`config.mk`:
```
export PLATFORM = sky130hd
export DESIGN_NAME = cache_arbiter
export DESIGN_NICKNAME = d
export VERILOG_FILES = /design/src/rtl/cache_arbiter_pkg.sv /design/src/rtl/cache_arbiter.sv
export SDC_FILE = /design/constraint.sdc
export NUM_CORES = 1
export LEC_CHECK = 0
export CORE_AREA = 2 2 555 557
export CTS_CLUSTER_SIZE = 25
export DETAILED_ROUTE_END_ITERATION = 10
export DIE_AREA = 0 0 557 559
export GPL_TIMING_DRIVEN = 0
export PLACE_DENSITY = 0.35
export SETUP_SLACK_MARGIN = 0.2
export SLEW_MARGIN = 25
export SYNTH_ARGS = -nofsm -noshare
export SYNTH_HDL_FRONTEND = slang
export SYNTH_SLANG_ARGS = --single-unit
```
`constraint.sdc`:
```
create_clock -name clk -period 2.5 [get_ports clk]
set_input_delay 0.5 -clock clk [delete_from_list [all_inputs] [get_ports clk]]
set_output_delay 0.5 -clock clk [all_outputs]
set_load 0.02 [all_outputs]
```
`src/rtl/cache_arbiter_pkg.sv`:
```
// Shared types for the cache-to-memory arbiter: FSM state, grant owner and
// the default address/line widths used by the mp4 memory hierarchy.
// Pure declarations; no logic, no latency, no flow control.
package arbiter_types;

  localparam int unsigned ADDR_W_DEF = 32;
  localparam int unsigned LINE_W_DEF = 256;

  // Arbiter FSM: either idle or holding a grant for one cache until the
  // adaptor signals the end of the line transfer.
  typedef enum logic [1:0] {
    IDLE   = 2'd0,
    I_BUSY = 2'd1,
    D_BUSY = 2'd2
  } arb_state_t;

  // Which cache received the most recent grant; drives round-robin.
  typedef enum logic {
    ICACHE = 1'b0,
    DCACHE = 1'b1
  } arb_owner_t;

endpackage

```
`src/rtl/cache_arbiter.sv`:
```
// Purpose: shares the single pmem (cacheline adaptor) port between icache and
//   dcache, holding each grant for a whole line and routing the response back.
// Latency: request seen in IDLE at edge t -> pmem strobe in cycle t+1;
//   x_resp is combinational with pmem_resp; one dead IDLE cycle per transfer.
// Backpressure: a cache that is not granted simply keeps its request high;
//   round-robin on conflicts bounds its wait to one foreign transfer.
//
// Ports:
//   clk, rst                 clock, synchronous active-low reset
//   i_read/i_address         icache fill request; i_rdata/i_resp back
//   d_read/d_write/d_address dcache fill or writeback request; d_wdata line
//   d_rdata/d_resp           dcache fill data and completion
//   pmem_read/pmem_write     level strobes for the whole BUSY state
//   pmem_address/pmem_wdata  latched request towards the adaptor
//   pmem_rdata/pmem_resp     adaptor read line and completion pulse
//   conflict_cnt             saturating count of IDLE cycles with both requests
module cache_arbiter
  import arbiter_types::*;
#(
  parameter int ADDR_W = ADDR_W_DEF,
  parameter int LINE_W = LINE_W_DEF,
  parameter int CNT_W  = 32
) (
  input  logic              clk,
  input  logic              rst,

  input  logic              i_read,
  input  logic [ADDR_W-1:0] i_address,
  output logic [LINE_W-1:0] i_rdata,
  output logic              i_resp,

  input  logic              d_read,
  input  logic              d_write,
  input  logic [ADDR_W-1:0] d_address,
  input  logic [LINE_W-1:0] d_wdata,
  output logic [LINE_W-1:0] d_rdata,
  output logic              d_resp,

  output logic              pmem_read,
  output logic              pmem_write,
  output logic [ADDR_W-1:0] pmem_address,
  output logic [LINE_W-1:0] pmem_wdata,
  input  logic [LINE_W-1:0] pmem_rdata,
  input  logic              pmem_resp,

  output logic [CNT_W-1:0]  conflict_cnt
);

  arb_state_t        state_q,        state_d;
  arb_owner_t        last_grant_q,   last_grant_d;
  logic [ADDR_W-1:0] req_addr_q,     req_addr_d;
  logic [LINE_W-1:0] req_wdata_q,    req_wdata_d;
  logic              req_is_write_q, req_is_write_d;
  logic [CNT_W-1:0]  conflict_cnt_q, conflict_cnt_d;

  logic d_req;
  logic both_req;
  logic grant_d_side;

  // A writeback is a dcache request just like a fill; if both strobes are
  // (illegally) high, d_write decides the direction below.
  assign d_req    = d_read | d_write;
  assign both_req = i_read & d_req;

  // Dcache wins when it is alone, or on a conflict when icache was served
  // last. Since last_grant resets to ICACHE, the first conflict goes to dcache.
  assign grant_d_side = d_req & (~i_read | (last_grant_q == ICACHE));

  always_comb begin
    state_d        = state_q;
    last_grant_d   = last_grant_q;
    req_addr_d     = req_addr_q;
    req_wdata_d    = req_wdata_q;
    req_is_write_d = req_is_write_q;
    conflict_cnt_d = conflict_cnt_q;

    case (state_q)
      IDLE: begin
        if (grant_d_side) begin
          state_d        = D_BUSY;
          last_grant_d   = DCACHE;
          req_addr_d     = d_address;
          req_wdata_d    = d_wdata;
          req_is_write_d = d_write;
        end else if (i_read) begin
          state_d        = I_BUSY;
          last_grant_d   = ICACHE;
          req_addr_d     = i_address;
          req_wdata_d    = '0;
          req_is_write_d = 1'b0;
        end

        // Conflicts are only counted where arbitration actually happens.
        if (both_req && !(&conflict_cnt_q)) begin
          conflict_cnt_d = conflict_cnt_q + CNT_W'(1);
        end
      end

      I_BUSY, D_BUSY: begin
        // Latched request stays put until the adaptor completes; any change
        // on the cache-side address/data meanwhile is ignored.
        if (pmem_resp) begin
          state_d = IDLE;
        end
      end

      default: begin
        state_d = IDLE;
      end
    endcase
  end

  always_ff @(posedge clk) begin
    if (!rst) begin
      state_q        <= IDLE;
      last_grant_q   <= ICACHE;
      req_addr_q     <= '0;
      req_wdata_q    <= '0;
      req_is_write_q <= 1'b0;
      conflict_cnt_q <= '0;
    end else begin
      state_q        <= state_d;
      last_grant_q   <= last_grant_d;
      req_addr_q     <= req_addr_d;
      req_wdata_q    <= req_wdata_d;
      req_is_write_q <= req_is_write_d;
      conflict_cnt_q <= conflict_cnt_d;
    end
  end

  logic busy;
  logic i_owner;
  logic d_owner;

  assign busy    = (state_q != IDLE);
  assign i_owner = (state_q == I_BUSY);
  assign d_owner = (state_q == D_BUSY);

  // pmem side is driven only from registers and the decoded state, so no
  // cache input can reach the adaptor combinationally.
  assign pmem_read    = busy & ~req_is_write_q;
  assign pmem_write   = busy &  req_is_write_q;
  assign pmem_address = req_addr_q;
  assign pmem_wdata   = req_wdata_q;

  // Response path is a pure pass-through gated by ownership, so the
  // non-owner never sees data or a completion.
  assign i_resp  = i_owner & pmem_resp;
  assign d_resp  = d_owner & pmem_resp;
  assign i_rdata = i_owner ? pmem_rdata : '0;
  assign d_rdata = d_owner ? pmem_rdata : '0;

  assign conflict_cnt = conflict_cnt_q;

`ifndef SYNTHESIS
  // A dcache asking to read and write the same line at once is a controller
  // bug; the write still takes priority in hardware.
  a_d_read_write_excl : assert property (
    @(posedge clk) disable iff (!rst) !(d_read && d_write)
  );

  // The adaptor must never complete a transfer nobody owns.
  a_no_resp_in_idle : assert property (
    @(posedge clk) disable iff (!rst) (state_q == IDLE) |-> !pmem_resp
  );
`endif

endmodule

```
After elaboration in Yosys (flattened, before gate mapping)
Cells that the tools add are included.
{"block": "op_classes", "add_sub_neg": 1, "n_eq_ne": 4, "mux": 13, "bitwise_logic": 11, "reduce_logical": 10}
{"op": "$mux W256", "count": 4}
{"op": "$mux W32", "count": 2}
{"op": "$add A32 B1 Y32 const B", "count": 1}
{"op": "$reduce_and A32 Y1", "count": 1}
{"op": "$and A1 B1 Y1", "count": 6}
{"op": "$mux W2", "count": 3}
{"op": "$reduce_and A2 Y1", "count": 3}
{"op": "$pmux W2 S2", "count": 1}
{"op": "$reduce_bool A2 Y1", "count": 2}
{"op": "$mux W1", "count": 3}
{"op": "$ne A3 B3 Y1 const B", "count": 1}
{"op": "$not A1 Y1", "count": 3}
{"op": "$eq A2 B1 Y1 const B", "count": 1}
{"op": "$eq A2 B2 Y1 const B", "count": 1}
{"op": "$logic_not A2 Y1", "count": 1}
{"op": "$ne A2 B2 Y1 const B", "count": 1}
{"op": "$or A1 B1 Y1", "count": 2}
{"op": "$reduce_or A2 Y1", "count": 1}
{"op": "$logic_and A1 B1 Y1", "count": 1}
{"op": "$logic_not A1 Y1", "count": 1}
{"block": "totals", "register_bits": 324, "elab_cells": 45}

Longest topological paths before layout
{"block": "depth", "ltp_word": 5, "mapped_depth": 9}

Worst setup path after synthesis
OpenSTA, ideal clock, no wires.
{"block": "synth_timing", "path_type": "register -> register", "start": "reg state_q[0]", "end": "reg conflict_cnt_q[29], in the netlist conflict_cnt[29]", "setup_time_ns": 0.071, "arrival_time_ns": 2.177, "setup_slack_ns": 0.253, "path_stages_with_launch": 8, "n_path_buf": 0, "synth_period_minus_slack_ns": 2.247, "path_cell_list": "dfxtp_1 inv_1 ha_1 o211ai_4 or3_4 or4_4 or4_1 a21oi_1"}
{"block": "synth_between", "elab_chain_cells": 2}
{"element": "from (decl)", "line": "cache_arbiter.sv:49", "text": "arb_state_t state_q, state_d;"}
{"element": "from (signal assigned)", "line": "cache_arbiter.sv:122", "text": "state_q <= state_d;"}
{"element": "$logic_not A2 Y1", "line": "cache_arbiter.sv:77", "text": "case (state_q)"}
{"element": "$reduce_and A2 Y1 (no source line)"}
{"element": "to (signal assigned)", "line": "cache_arbiter.sv:127", "text": "conflict_cnt_q <= conflict_cnt_d;"}
{"element": "to (decl)", "line": "cache_arbiter.sv:54", "text": "logic [CNT_W-1:0] conflict_cnt_q, conflict_cnt_d;"}
Every way passes these cells.
A chain may end at the register's enable or synchronous reset.

Worst setup path after layout
{"block": "layout_timing", "start": "reg state_q[0]", "end": "out i_rdata[223]"}
{"block": "layout_between", "elab_chain_cells": 2}
{"element": "$eq A2 B1 Y1", "line": "cache_arbiter.sv:136", "text": "assign i_owner = (state_q == I_BUSY);"}
{"element": "$mux W256", "line": "cache_arbiter.sv:150", "text": "assign i_rdata = i_owner ? pmem_rdata : '0;"}
{"element": "to (decl)", "line": "cache_arbiter.sv:29", "text": "output logic [LINE_W-1:0] i_rdata,"}
Every way passes these cells.

==> impl_metrics.ini <==
[status]
outcome = complete, but fails checks
violated_checks = setup timing

[synthesis]
synth.mux.area_fraction = 0.0245
netlist_area_sq_mm = 0.0151
synth.most_common_cell = and2_1
ys_top_cells_by_area = dfxtp_1 43%, and2_1 21%, a22oi_1 13%
synth_top_cell_by_area = dfxtp_1
ys_seq_elements = 324
postSynthCellCount = 1809
ys_dominant_reg_cell = dfxtp_1
synth-xor-area-share = 0.00290
post_synth_and_or_nand_nor_area_fraction = 0.331
synth_enable_flop_cells = 0
syn-mean-instance-area_sq_um = 8.35
netlist-cell-type-count = 41
synthAdderAreaFrac = 0.00331
ys_warn_count = 0
synth_top_family_by_area = simple AND/OR/NAND/NOR gates
synth_seq_area_share = 0.429
fraction_of_registers_with_async_set_reset = 0
synth_fp_nets = 2395
netlist.area_leader.share = 0.429
synth-compound-area-share = 0.166
synth.cells.most_frequent = 516 x and2_1, 324 x dfxtp_1, 303 x nor2_1

[layout]
area.growth.synth_to_final_pct = 170
drive_gt1_frac = 0.369
post_route_utilization = 0.134
design_area_sq_mm = 0.0408
num-nets-final = 4007

[min_path]
timing.hold.worst.class = primary input to register
min_from = d_write

[timing]
timing.hold.ws_ns = 0.435
max_slew.worst_pin.slew_ns = 0.815
fin_worst_skew_ns = 0.0323
post-route-min-period_ns = 2.75
report.final.hold_viol_count = 0
worst_slack_ns = -0.253
final-max-slew-violation-count = 0
final-setup-viol-count = 397
timing.max_slew.rel_slack = 0.455
fmax_mhz = 363
setup_repair_after_global_routing_missed_its_margin = yes
final.period_utilization = 1.10

[floorplanning]
i_o_pins = 1418
initial_utilization = 0.0495
die_x_um = 557
fp.dieArea_sq_mm = 0.311
floorplan.die.height_um = 559
num_rows = 203
core_area_sq_mm = 0.305

[power_and_ir_drop]
p_per_area_mw_per_mm2 = 597
vdd_drop_max_mv = 0.545
power.leakage_nw = 16.6
total_power_mw = 24.4

[worst_setup_path]
start_kind = register
timing.critical_path.slowest_stage_cell = dfxtp_4
timing_worst_setup_path_type = register to output pin
arrival_ns = 2.25
worstSetupEndpointType = output pin
cpLargestDelayFamily = buffers and inverters
timing.critical_path.buf_inv = 7
crit_path_max_incr_delay_ns = 0.36
ordered_list_of_cells_on_the_worst_path = buf_6 -> ha_4 -> buf_12 -> clkbuf_16 -> buf_6 -> clkbuf_16 -> buf_12 -> and2_4 -> buf_6
rr_startpoint = state_q[0]$_SDFFE_PN0P_
path_common_cell = buf_6
worstPathRequired_ns = 2.00
cp-startpoint = state_q[0]$_SDFFE_PN0P_
crit_path_max_fanout = 7

[detailed_routing]
firstDrtPassIters = 5
detailroute.via_count = 21500
highest-signal-layer = met5
detailroute.wirelength.met2_um = 127000
detail_route.drc_violations = 0
wl_met3_um = 20100
routed_wl_per_cell_um = 30.8
avgViaCountPerCell = 2.84
drt-met1-wl_um = 73800
detail_route.wirelength_um = 233000
ant_nets = 0
drt_iter0_drc = 1120

[clock_tree]
cts.sinks = 324
num_cts_buffers = 42
cts_root_buffer = clkbuf_16
cts-hold-fix-buffers = 0
cts.htree.levels = 2
tritoncts = done
clk_path_buf_depth = 3
worst_skew_pair.late_latency_ns = 0.62
clkTransAtPathRegs_ns = 0.06

[flow_run]
drv_cap = 0

[grt]
grt_overflow = 0
maximum_number_of_pins_on_one_net_before_global_route_repair = 12
first_global_vias = 21100
gr-usage-all-layers = 0.142
grt_first_pass_wirelength_um = 277000
antenna_found_initial = 156

[placed_design]
dp_slack_ns = -1.87
post_dp_cell_area_sq_mm = 0.0345
port-buffer-count = 1417
place_hpwl_um = 206000
gpl.final_weighted_congestion = 0.942
==> tightest hold or removal path: stages <==
cell and delay (ns):
dlymetal6s2s_1 0.22, a22oi_1 0.20, nor2_1 0.06
==> final timing paths <==
check,end,slack [ns],cells after the start
hold / removal,req_is_write_q$_SDFFE_PN0P_,0.43,3
hold reg to reg,last_grant_q$_SDFFE_PN0P_,0.50,2
setup / recovery,i_rdata[223],-0.25,9
setup reg to reg,conflict_cnt[29]$_SDFFE_PN0P_,0.07,9
==> metrics by stage <==
stage | setup TNS, ns | cells
after floorplan | 0 | 1809
after global placement | -1059.89 | 7326
after detailed placement | -799.22 | 7328
after CTS | -145.24 | 7476
after global routing | -81.02 | 7557
final | -47.60 | 7575
==> layout by cell type (no fill, tap or decap), drive strengths merged, types with 11 or more instances in the layout <==
master,Yosys,final
nand2,21,21
and2,516,516
or3,13,13
mux2i,37,37
clkdlybuf4s50,0,839
a211oi,34,34
o21ai,15,15
buf,15,664
nand4,11,11
a22oi,258,258
nand3,16,16
dfxtp,324,324
clkbuf,150,228
dlymetal6s2s,0,62
a21oi,23,23
diode,0,24
nor2,303,303
==> per-layer routing <==
| layer | GRT usage | vias to the layer above |
|---|---|---|
| met4 | 0.0533 | 10 |
| met5 | 0 | - |
| met3 | 0.0475 | 449 |
| met2 | 0.283 | 1319 |
| li1 | - | 9438 |
| met1 | 0.130 | 10300 |
==> cell type report <==
type / count / area, sq um
Tap cell: 4100 / 5130
Buffer: 165 / 1750
Sequential cell: 324 / 6490
Clock buffer: 60 / 1230
Antenna cell: 24 / 60.1
Multi-Input combinational cell: 1315 / 9080
Timing Repair Buffer: 1568 / 16800
Clock inverter: 14 / 173
Fill cell: 34800 / 264000
Inverter: 5 / 23.8
==> logic make-up after synthesis <==
group,count (synthesis)
AND/OR/NAND/NOR,925
buffers and inverters,170
flip-flops,324
XOR/XNOR,5
adder cells (fa/ha/maj),4
AO/OA/AOI/OAI,344
multiplexers,37
==> sequential cells by signal (all words and copies together) (netlist names) <==
| register | flops |
|---|---|
| pmem_wdata | 256 |
| conflict_cnt | 32 |
| pmem_address | 32 |
| state_q | 2 |
| last_grant_q | 1 |
| req_is_write_q | 1 |
==> report_power, final <==
group / total [mW] / internal (mW) / switching (mW)
logic: 11.8 / 5.58 / 6.20
clock network: 6.41 / 3.74 / 2.67
registers: 6.16 / 5.75 / 0.415
total: 24.4 / 15.1 / 9.28
==> timing repair <==
item	CTS	global route
setup endpoints to repair	902	893
gates cloned	29	13
resized for setup	1862	2316
pin swaps	8	34
buffers inserted	45	62
Note: power is estimated with default switching activity, not from simulation.
